### src/rtl/ysyx_25030093_inst_queue.sv
// Instruction queue between IFU and IDU.
// Buffers {pc, inst} pairs from the fetch handshake and replays them in order to decode.
// Ports:
//   clk, rst          clock; asynchronous active-low reset
//   in_valid/in_ready IFU handshake; in_ready depends only on queue state
//   in_pc, in_inst    fetched pair
//   out_valid/ready   IDU handshake; out_* read registered head entry
//   out_pc, out_inst  head entry
//   out_misalign      head entry pc[1:0] != 0
//   flush             drop every entry (highest priority)
//   count             number of valid entries, 0..DEPTH
module ysyx_25030093_inst_queue #(
    parameter int unsigned DEPTH  = 2,
    parameter int unsigned ADDR_W = $clog2(DEPTH)
) (
    input  logic              clk,
    input  logic              rst,
    input  logic              in_valid,
    output logic              in_ready,
    input  logic [31:0]       in_pc,
    input  logic [31:0]       in_inst,
    output logic              out_valid,
    input  logic              out_ready,
    output logic [31:0]       out_pc,
    output logic [31:0]       out_inst,
    output logic              out_misalign,
    input  logic              flush,
    output logic [ADDR_W:0]   count
);

    localparam logic [ADDR_W:0] PtrOne = (ADDR_W + 1)'(1);

    // Entry layout: {misalign, pc, inst}
    logic [64:0]     mem_q [DEPTH];
    logic [ADDR_W:0] rd_ptr_q, rd_ptr_d;
    logic [ADDR_W:0] wr_ptr_q, wr_ptr_d;
    logic            empty, full, push, pop;
    logic [64:0]     head;

    // Pointers carry an extra wrap bit to tell full from empty.
    assign empty = (rd_ptr_q == wr_ptr_q);
    assign full  = (rd_ptr_q[ADDR_W-1:0] == wr_ptr_q[ADDR_W-1:0]) &&
                   (rd_ptr_q[ADDR_W] != wr_ptr_q[ADDR_W]);

    assign in_ready  = !full;
    assign out_valid = !empty;
    assign push      = in_valid && in_ready && !flush;
    assign pop       = out_valid && out_ready && !flush;
    assign count     = wr_ptr_q - rd_ptr_q;

    assign head         = mem_q[rd_ptr_q[ADDR_W-1:0]];
    assign out_misalign = head[64];
    assign out_pc       = head[63:32];
    assign out_inst     = head[31:0];

    always_comb begin
        rd_ptr_d = rd_ptr_q;
        wr_ptr_d = wr_ptr_q;
        if (flush) begin
            rd_ptr_d = '0;
            wr_ptr_d = '0;
        end else begin
            if (push) wr_ptr_d = wr_ptr_q + PtrOne;
            if (pop)  rd_ptr_d = rd_ptr_q + PtrOne;
        end
    end

    always_ff @(posedge clk or negedge rst) begin
        if (!rst) begin
            rd_ptr_q <= '0;
            wr_ptr_q <= '0;
        end else begin
            rd_ptr_q <= rd_ptr_d;
            wr_ptr_q <= wr_ptr_d;
        end
    end

    // Storage is not reset; out_* are only meaningful while out_valid.
    always_ff @(posedge clk) begin
        if (push) begin
            mem_q[wr_ptr_q[ADDR_W-1:0]] <= {(in_pc[1:0] != 2'b00), in_pc, in_inst};
        end
    end

endmodule
### config.mk
export PLATFORM = sky130hd
export DESIGN_NAME = ysyx_25030093_inst_queue
export DESIGN_NICKNAME = d
export VERILOG_FILES = /design/src/rtl/ysyx_25030093_inst_queue.sv
export SDC_FILE = /design/constraint.sdc
export NUM_CORES = 1
export LEC_CHECK = 0
export CAP_MARGIN = 20
export CORE_UTILIZATION = 26
export DETAILED_ROUTE_END_ITERATION = 8
export PLACE_DENSITY_LB_ADDON = 0.2
export REMOVE_ABC_BUFFERS = 1
export SYNTH_ARGS = -nofsm -noshare
export SYNTH_HDL_FRONTEND = slang
export SYNTH_SLANG_ARGS = --single-unit
### constraint.sdc
create_clock -name clk -period 6.8 [get_ports clk]
set_input_delay 1.36 -clock clk [delete_from_list [all_inputs] [get_ports clk]]
set_output_delay 1.36 -clock clk [all_outputs]
set_load 0.02 [all_outputs]
==> results of run 1 <==
==> routing by layer <==
metal / track usage / up-vias / share of wire
met2: 0.166 / 87 / 0.49
met4: 0.0538 / 2 / 0.015
met3: 0.0455 / 15 / 0.069
li1: - / 1255 / -
met1: 0.122 / 1307 / 0.43
met5: 0 / - / 0.00082
==> flip-flops by register name, summed over array words and instances (netlist names) <==
| signal | count |
|---|---|
| rd_ptr_q | 2 |
| mem_q | 130 |
| wr_ptr_q | 2 |
==> through the flow <==
| step | area (um2) | total power, W | util | hold WS (ns) |
|---|---|---|---|---|
| floorplan | 4940 | 0.00152 | - | 0.604 |
| global placement | 6650 | 0.00187 | 0.354 | 0.650 |
| detailed placement | 6650 | 0.00188 | 0.354 | 0.651 |
| CTS | 7240 | 0.00281 | 0.386 | 0.653 |
| global route | 7240 | 0.00289 | 0.386 | 0.696 |
| finish | 7240 | 0.00276 | 0.386 | 0.651 |
==> cells in the final DEF (no fill, tap or decap), types with 3 or more instances in the layout <==
cell type,Yosys,final
sky130_fd_sc_hd__clkinv_4,0,4
sky130_fd_sc_hd__mux2_2,65,65
sky130_fd_sc_hd__edfxtp_1,130,130
sky130_fd_sc_hd__a21oi_1,3,3
sky130_fd_sc_hd__nor2_1,4,4
sky130_fd_sc_hd__bufinv_16,0,3
sky130_fd_sc_hd__clkinv_2,0,3
sky130_fd_sc_hd__clkbuf_16,0,17
sky130_fd_sc_hd__dfrtp_1,4,3
sky130_fd_sc_hd__buf_4,0,4
sky130_fd_sc_hd__clkdlybuf4s50_1,0,137
==> report_power, final <==
| group | switching [W] | total [W] | leakage (nW) | internal [W] |
|---|---|---|---|---|
| sequential | 0.0000770 | 0.00111 | 1.24 | 0.00103 |
| clock | 0.000340 | 0.000912 | 0.283 | 0.000573 |
| combinational | 0.000353 | 0.000741 | 0.873 | 0.000388 |
| total | 0.000769 | 0.00276 | 2.40 | 0.00199 |
==> path summary, 6_finish.rpt <==
check | start | endpoint | slack (ns) | depth (start not counted)
max | rd_ptr_q[0]$_DFFE_PN0P_ | in_ready | 2.72 | 3
min | rd_ptr_q[1]$_DFFE_PN0P_ | wr_ptr_q[1]$_DFFE_PN0P_ | 0.65 | 2
max reg2reg | rd_ptr_q[0]$_DFFE_PN0P_ | mem_q[1][28]$_DFFE_PP_ | 3.93 | 5
min reg2reg | rd_ptr_q[1]$_DFFE_PN0P_ | wr_ptr_q[1]$_DFFE_PN0P_ | 0.65 | 2
max in group asynchronous | rst | rd_ptr_q[0]$_DFFE_PN0P_ | 5.44 | 1
min in group asynchronous | rst | wr_ptr_q[0]$_DFFE_PN0P_ | 1.16 | 1
==> cell type report <==
| class | count | area, um2 | share of cell area |
|---|---|---|---|
| multi-input combinational | 95 | 938 | 0.130 |
| clock inverter | 13 | 159 | 0.0220 |
| sequential | 134 | 4010 | 0.554 |
| timing repair buffer | 141 | 1400 | 0.194 |
| tap | 234 | 293 | 0.0405 |
| inverter | 2 | 7.51 | 0.00104 |
| clock buffer | 18 | 429 | 0.0593 |
==> cells by family (layout without fill, tap and decap cells) <==
family | Yosys count | in the layout | share of synthesized area
DFF | 134 | 134 | 0.803
muxes | 66 | 66 | 0.149
and+or+nand+nor | 18 | 18 | 0.0201
buffers and inverters | 11 | 174 | 0.0103
AOI/OAI and AO/OA | 8 | 8 | 0.00979
xor gates and xnor gates | 2 | 2 | 0.00502
adders and majority gates | 1 | 1 | 0.00251
==> tightest hold or removal path, cell delays in order, from the launching register on <==
cell and delay [ns]:
sky130_fd_sc_hd__dfrtp_1 0.42, sky130_fd_sc_hd__or3_1 0.14, sky130_fd_sc_hd__a21oi_1 0.06
==> summary.md, run 1 <==
- **antenna violations before repair** 1
- **ranking of synthesized cells by area** sky130_fd_sc_hd__edfxtp_1, sky130_fd_sc_hd__mux2_2, sky130_fd_sc_hd__dfrtp_1, sky130_fd_sc_hd__buf_2, sky130_fd_sc_hd__xnor2_2
- **clock-pin slew of the registers on the worst-case setup and hold paths** 0.06 ns
- **floorplan die width** 140 um
- **max cap viols** 0
- **class of the tightest hold or removal check** reg -> reg
- **quantity of gates resized following cts** 0
- **core area** 18800 um2
- **total placed cells including tap cells** 606
- **clock tree from TritonCTS** built
- **cell type with the largest total area after synthesis** sky130_fd_sc_hd__edfxtp_1
- **Critical Path Sink Type** primary output
- **final setup vio count** 0
- **Yosys cell types** 26
- **portion of the clock cycle consumed by the worst path in the final layout** 0.600
- **Yosys top cell area share** 0.783
- **antenna cells** 0
- **filler-free cell count of the finished design** 637
- **sequential fraction of the synthesis area** 0.803
- **Top delay family on crit path** flip-flops
- **Synth Instances** 240
- **top achievable clock speed** 245 MHz
- **Yosys Warn Count** 0
- **NumNets Final** 461
- **hold bufs inserted after CTS** 0
- **Clock Skew** 0.0108 ns
- **post-CTS setup buffer count** 0
- **total overflow reported by the global router** 0
- **count of filler cells inserted in the layout** 1740
- **routed wire length** 9800 um
- **post-synthesis instance area** 4980 um2
- **number of core rows** 50
- **power per cell area** 381 nW/um2
- **total negative slack for setup checks** 0 ns
- **primary flip-flop cell chosen by synthesis mapping** sky130_fd_sc_hd__edfxtp_1
- **biggest cell delay along the critical path** 1.07 ns
- **final weighted congestion in routability-driven placement** 0.773
- **cell with the most instances after synthesis** sky130_fd_sc_hd__edfxtp_1
- **worst ir drop on vdd** 0.170 mV
- **outcome** finished clean
- **Slowest-stage cell, CP** sky130_fd_sc_hd__dfrtp_4
- **Critical Path RT** 5.44 ns
- **detailed-route via count** 2666
- **min cycle time layout** 4.08 ns
- **HPWL after detailed placement** 5850 um
- **ratio of routed vias to standard cells** 4.19
- **RSZ-0062 raised after global routing** false
- **Initial Util** 0.266
- **number of register bits inferred by synthesis** 134
- **Clock Path Buffers** 2
- **final slew viol count** 0
- **Worst Path Class, Setup** reg -> out
- **slew at the pin with the worst max-slew slack** 0.983 ns
- **worst-path fanout max** 71
- **First-pass DRT Iterations** 4
- **antenna violation net count after detailed routing** 0
- **via count of the first global-routing pass** 2892
- **count of input and output buffers** 137
- **kind of start point of the critical path** register
- **proportion of layout cells with a drive suffix above 1** 0.258
- **DRC violations left** 0
- **Leak** 2.40 nW
- **number of buffers created by CTS** 17
- **Post-Place Setup Slack** 3.07 ns
- **area of the die** 19700 um2
- **Worst slew margin** 0.344
- **Worst-Skew Late Latency** 0.41 ns
- **worst endpoint data arrival time** 2.72 ns
- **wire length of the first global-routing pass** 15100 um
- **synthesized area divided by synthesized cell count** 20.8 um2
- **clock root buffer master** sky130_fd_sc_hd__clkbuf_16
- **Hold Vio Cnt, Final** 0
- **overall die height** 140 um
- **I/O pin count** 138
- **pin count of the biggest net entering global routing** 72
- **synth cell count leaders** sky130_fd_sc_hd__edfxtp_1, sky130_fd_sc_hd__mux2_2, sky130_fd_sc_hd__buf_2
- **CTS sink count** 134
- **First DRT Iteration DRCs** 87
- **final routed wire length divided by cell count** 15.4 um
- **Global Route Usage Sum** 0.105
- **Post-synth EDFFs** 130
- **Area Overhead vs Synth** 45.2%
- **H-Tree Depth** 4
- **Final Worst Setup Slack** 2.72 ns
- **Async S/R FF share, synth** 0.0299
- **crit-path cells** ha_1 -> or2b_1 -> clkdlybuf4s50_1
- **sum of buffers and inverters on the critical path** 1
No activity file was read; power rests on OpenSTA's default activity.
==> inputs of run 2 (changes only) <==
==> constraint.sdc (replaced) <==
create_clock -name clk -period 3.78 [get_ports clk]
set_input_delay 0.756 -clock clk [delete_from_list [all_inputs] [get_ports clk]]
set_output_delay 0.756 -clock clk [all_outputs]
set_load 0.02 [all_outputs]
==> summary.md, run 2 (synthesized netlist as in run 1, its figures left out) <==
- **HPWL after detailed placement** 6200 um
- **worst endpoint data arrival time** 2.54 ns
- **number of flip-flops under the largest register name** 130
- **final weighted congestion in routability-driven placement** 0.675
- **proportion of layout cells with a drive suffix above 1** 0.259
- **Leak** 2.41 nW
- **number of core rows** 50
- **Final Worst Setup Slack** 0.480 ns
- **Critical Path RT** 3.02 ns
- **post-CTS setup buffer count** 0
- **Worst R2R Path Depth** 5
- **final setup vio count** 0
- **most common cell after layout, fill and taps aside** sky130_fd_sc_hd__clkdlybuf4s50_1
- **total overflow reported by the global router** 0
- **capture point of the worst reg-to-reg path** mem_q[1][60]$_DFFE_PP_
- **NumNets Final** 463
- **Clock Skew** 0.00618 ns
- **Global Route Usage Sum** 0.107
- **Hold Vio Cnt, Final** 0
- **antenna violation net count after detailed routing** 0
- **final slew viol count** 0
- **final routed wire length divided by cell count** 15.5 um
- **count of input and output buffers** 137
- **filler-free cell count of the finished design** 640
- **power per cell area** 684 nW/um2
- **slew at the pin with the worst max-slew slack** 0.633 ns
- **outcome** finished clean
- **worst-path fanout max** 43
- **max cap viols** 0
- **hold bufs inserted after CTS** 0
- **ratio of routed vias to standard cells** 4.21
- **antenna cells** 0
- **DRC violations left** 0
- **launch instance of the worst register-to-register path** rd_ptr_q[0]$_DFFE_PN0P_
- **Area Overhead vs Synth** 45.5%
- **Initial Util** 0.266
- **Clock Path Buffers** 2
- **total negative slack for setup checks** 0 ns
- **RSZ-0062 raised after global routing** false
- **core area** 18800 um2
- **quantity of gates resized following cts** 0
- **kind of start point of the critical path** register
- **area of the die** 19700 um2
- **Critical Path Sink Type** primary output
- **I/O pin count** 138
- **post-layout power** 0.00496 W
- **CTS sink count** 134
- **Worst Path Class, Setup** reg -> out
- **First DRT Iteration DRCs** 114
- **top achievable clock speed** 303 MHz
- **pin count of the biggest net entering global routing** 44
- **H-Tree Depth** 4
- **Post-Place Setup Slack** 0.885 ns
- **commonest non-fill, non-tap cells in the layout** sky130_fd_sc_hd__clkdlybuf4s50_1, sky130_fd_sc_hd__edfxtp_1, sky130_fd_sc_hd__mux2_2
- **floorplan die width** 140 um
- **overall die height** 140 um
- **wire length of the first global-routing pass** 15500 um
- **class of the tightest hold or removal check** in -> async
- **clock root buffer master** sky130_fd_sc_hd__clkbuf_16
- **portion of the clock cycle consumed by the worst path in the final layout** 0.873
- **Worst-Skew Late Latency** 0.40 ns
- **min cycle time layout** 3.30 ns
- **detailed-route via count** 2693
- **number of buffers created by CTS** 17
- **count of filler cells inserted in the layout** 1776
- **worst ir drop on vdd** 0.299 mV
- **clock tree from TritonCTS** built
- **Worst slew margin** 0.578
- **antenna violations before repair** 1
- **setup slack on the worst flop-to-flop path** 1.16 ns
- **total placed cells including tap cells** 608
- **routed wire length** 9910 um
- **share of the core filled with cells** 0.386
- **via count of the first global-routing pass** 2955
- **clock-pin slew of the registers on the worst-case setup and hold paths** 0.06 ns
- **First-pass DRT Iterations** 4
run 2: cell count changes in the layout (fill, tap and decap cells not counted), sizes merged:
cell | before | now
clkbuf | 18 | 25
clkinv | 8 | 4
buf | 4 | 6
bufinv | 3 | 2
clkinvlp | 2 | 1
run 2: worst max-delay path, cell delays in order, from the launching register on:
cell	delay [ns]
sky130_fd_sc_hd__dfrtp_4	0.80
sky130_fd_sc_hd__buf_4	0.37
sky130_fd_sc_hd__mux2_2	0.37
sky130_fd_sc_hd__clkdlybuf4s50_1	0.53
run 2: stage by stage:
step,area (um2),hold slack (ns)
after global routing,7250,0.563
after detailed placement,6660,0.647
after CTS,7250,0.554
after global placement,6660,0.634
final,7250,0.567
after floorplan,4940,0.460
run 2: how the worst max path moves through the flow:
stage / slack (ns) / to / cells past startpoint / startpoint
floorplan: -3.69 / mem_q[0][0]$_DFFE_PP_ / 4 / rd_ptr_q[0]$_DFFE_PN0P_
global placement: 0.90 / out_inst[12] / 3 / rd_ptr_q[0]$_DFFE_PN0P_
detailed placement: 0.88 / out_pc[9] / 3 / rd_ptr_q[0]$_DFFE_PN0P_
CTS: 0.43 / out_pc[9] / 3 / rd_ptr_q[0]$_DFFE_PN0P_
global route: 0.36 / out_pc[5] / 3 / rd_ptr_q[0]$_DFFE_PN0P_
finish: 0.48 / out_pc[9] / 3 / rd_ptr_q[0]$_DFFE_PN0P_
run 2: metal layers:
layer	vias up	share of wire	global-route usage
li1	1260	-	-
met1	1333	0.43	0.126
met2	88	0.48	0.167
met3	10	0.080	0.0499
met4	2	0.012	0.0451
met5	-	0.0013	0
run 2: final cells by class:
class,instances,area [um2],area share
Clock buffer,25,495,0.0683
Clock inverter,7,95.1,0.0131
Inverter,2,7.51,0.00104
Multi-Input combinational cell,95,938,0.129
Sequential cell,134,4010,0.553
Tap cell,234,293,0.0404
Timing Repair Buffer,143,1420,0.195
run 2: report_power, final:
part	switching, W	total [W]	internal (W)
combinational	0.000677	0.00138	0.000704
clock	0.000583	0.00162	0.00104
sequential	0.000104	0.00196	0.00185
total	0.00136	0.00496	0.00360
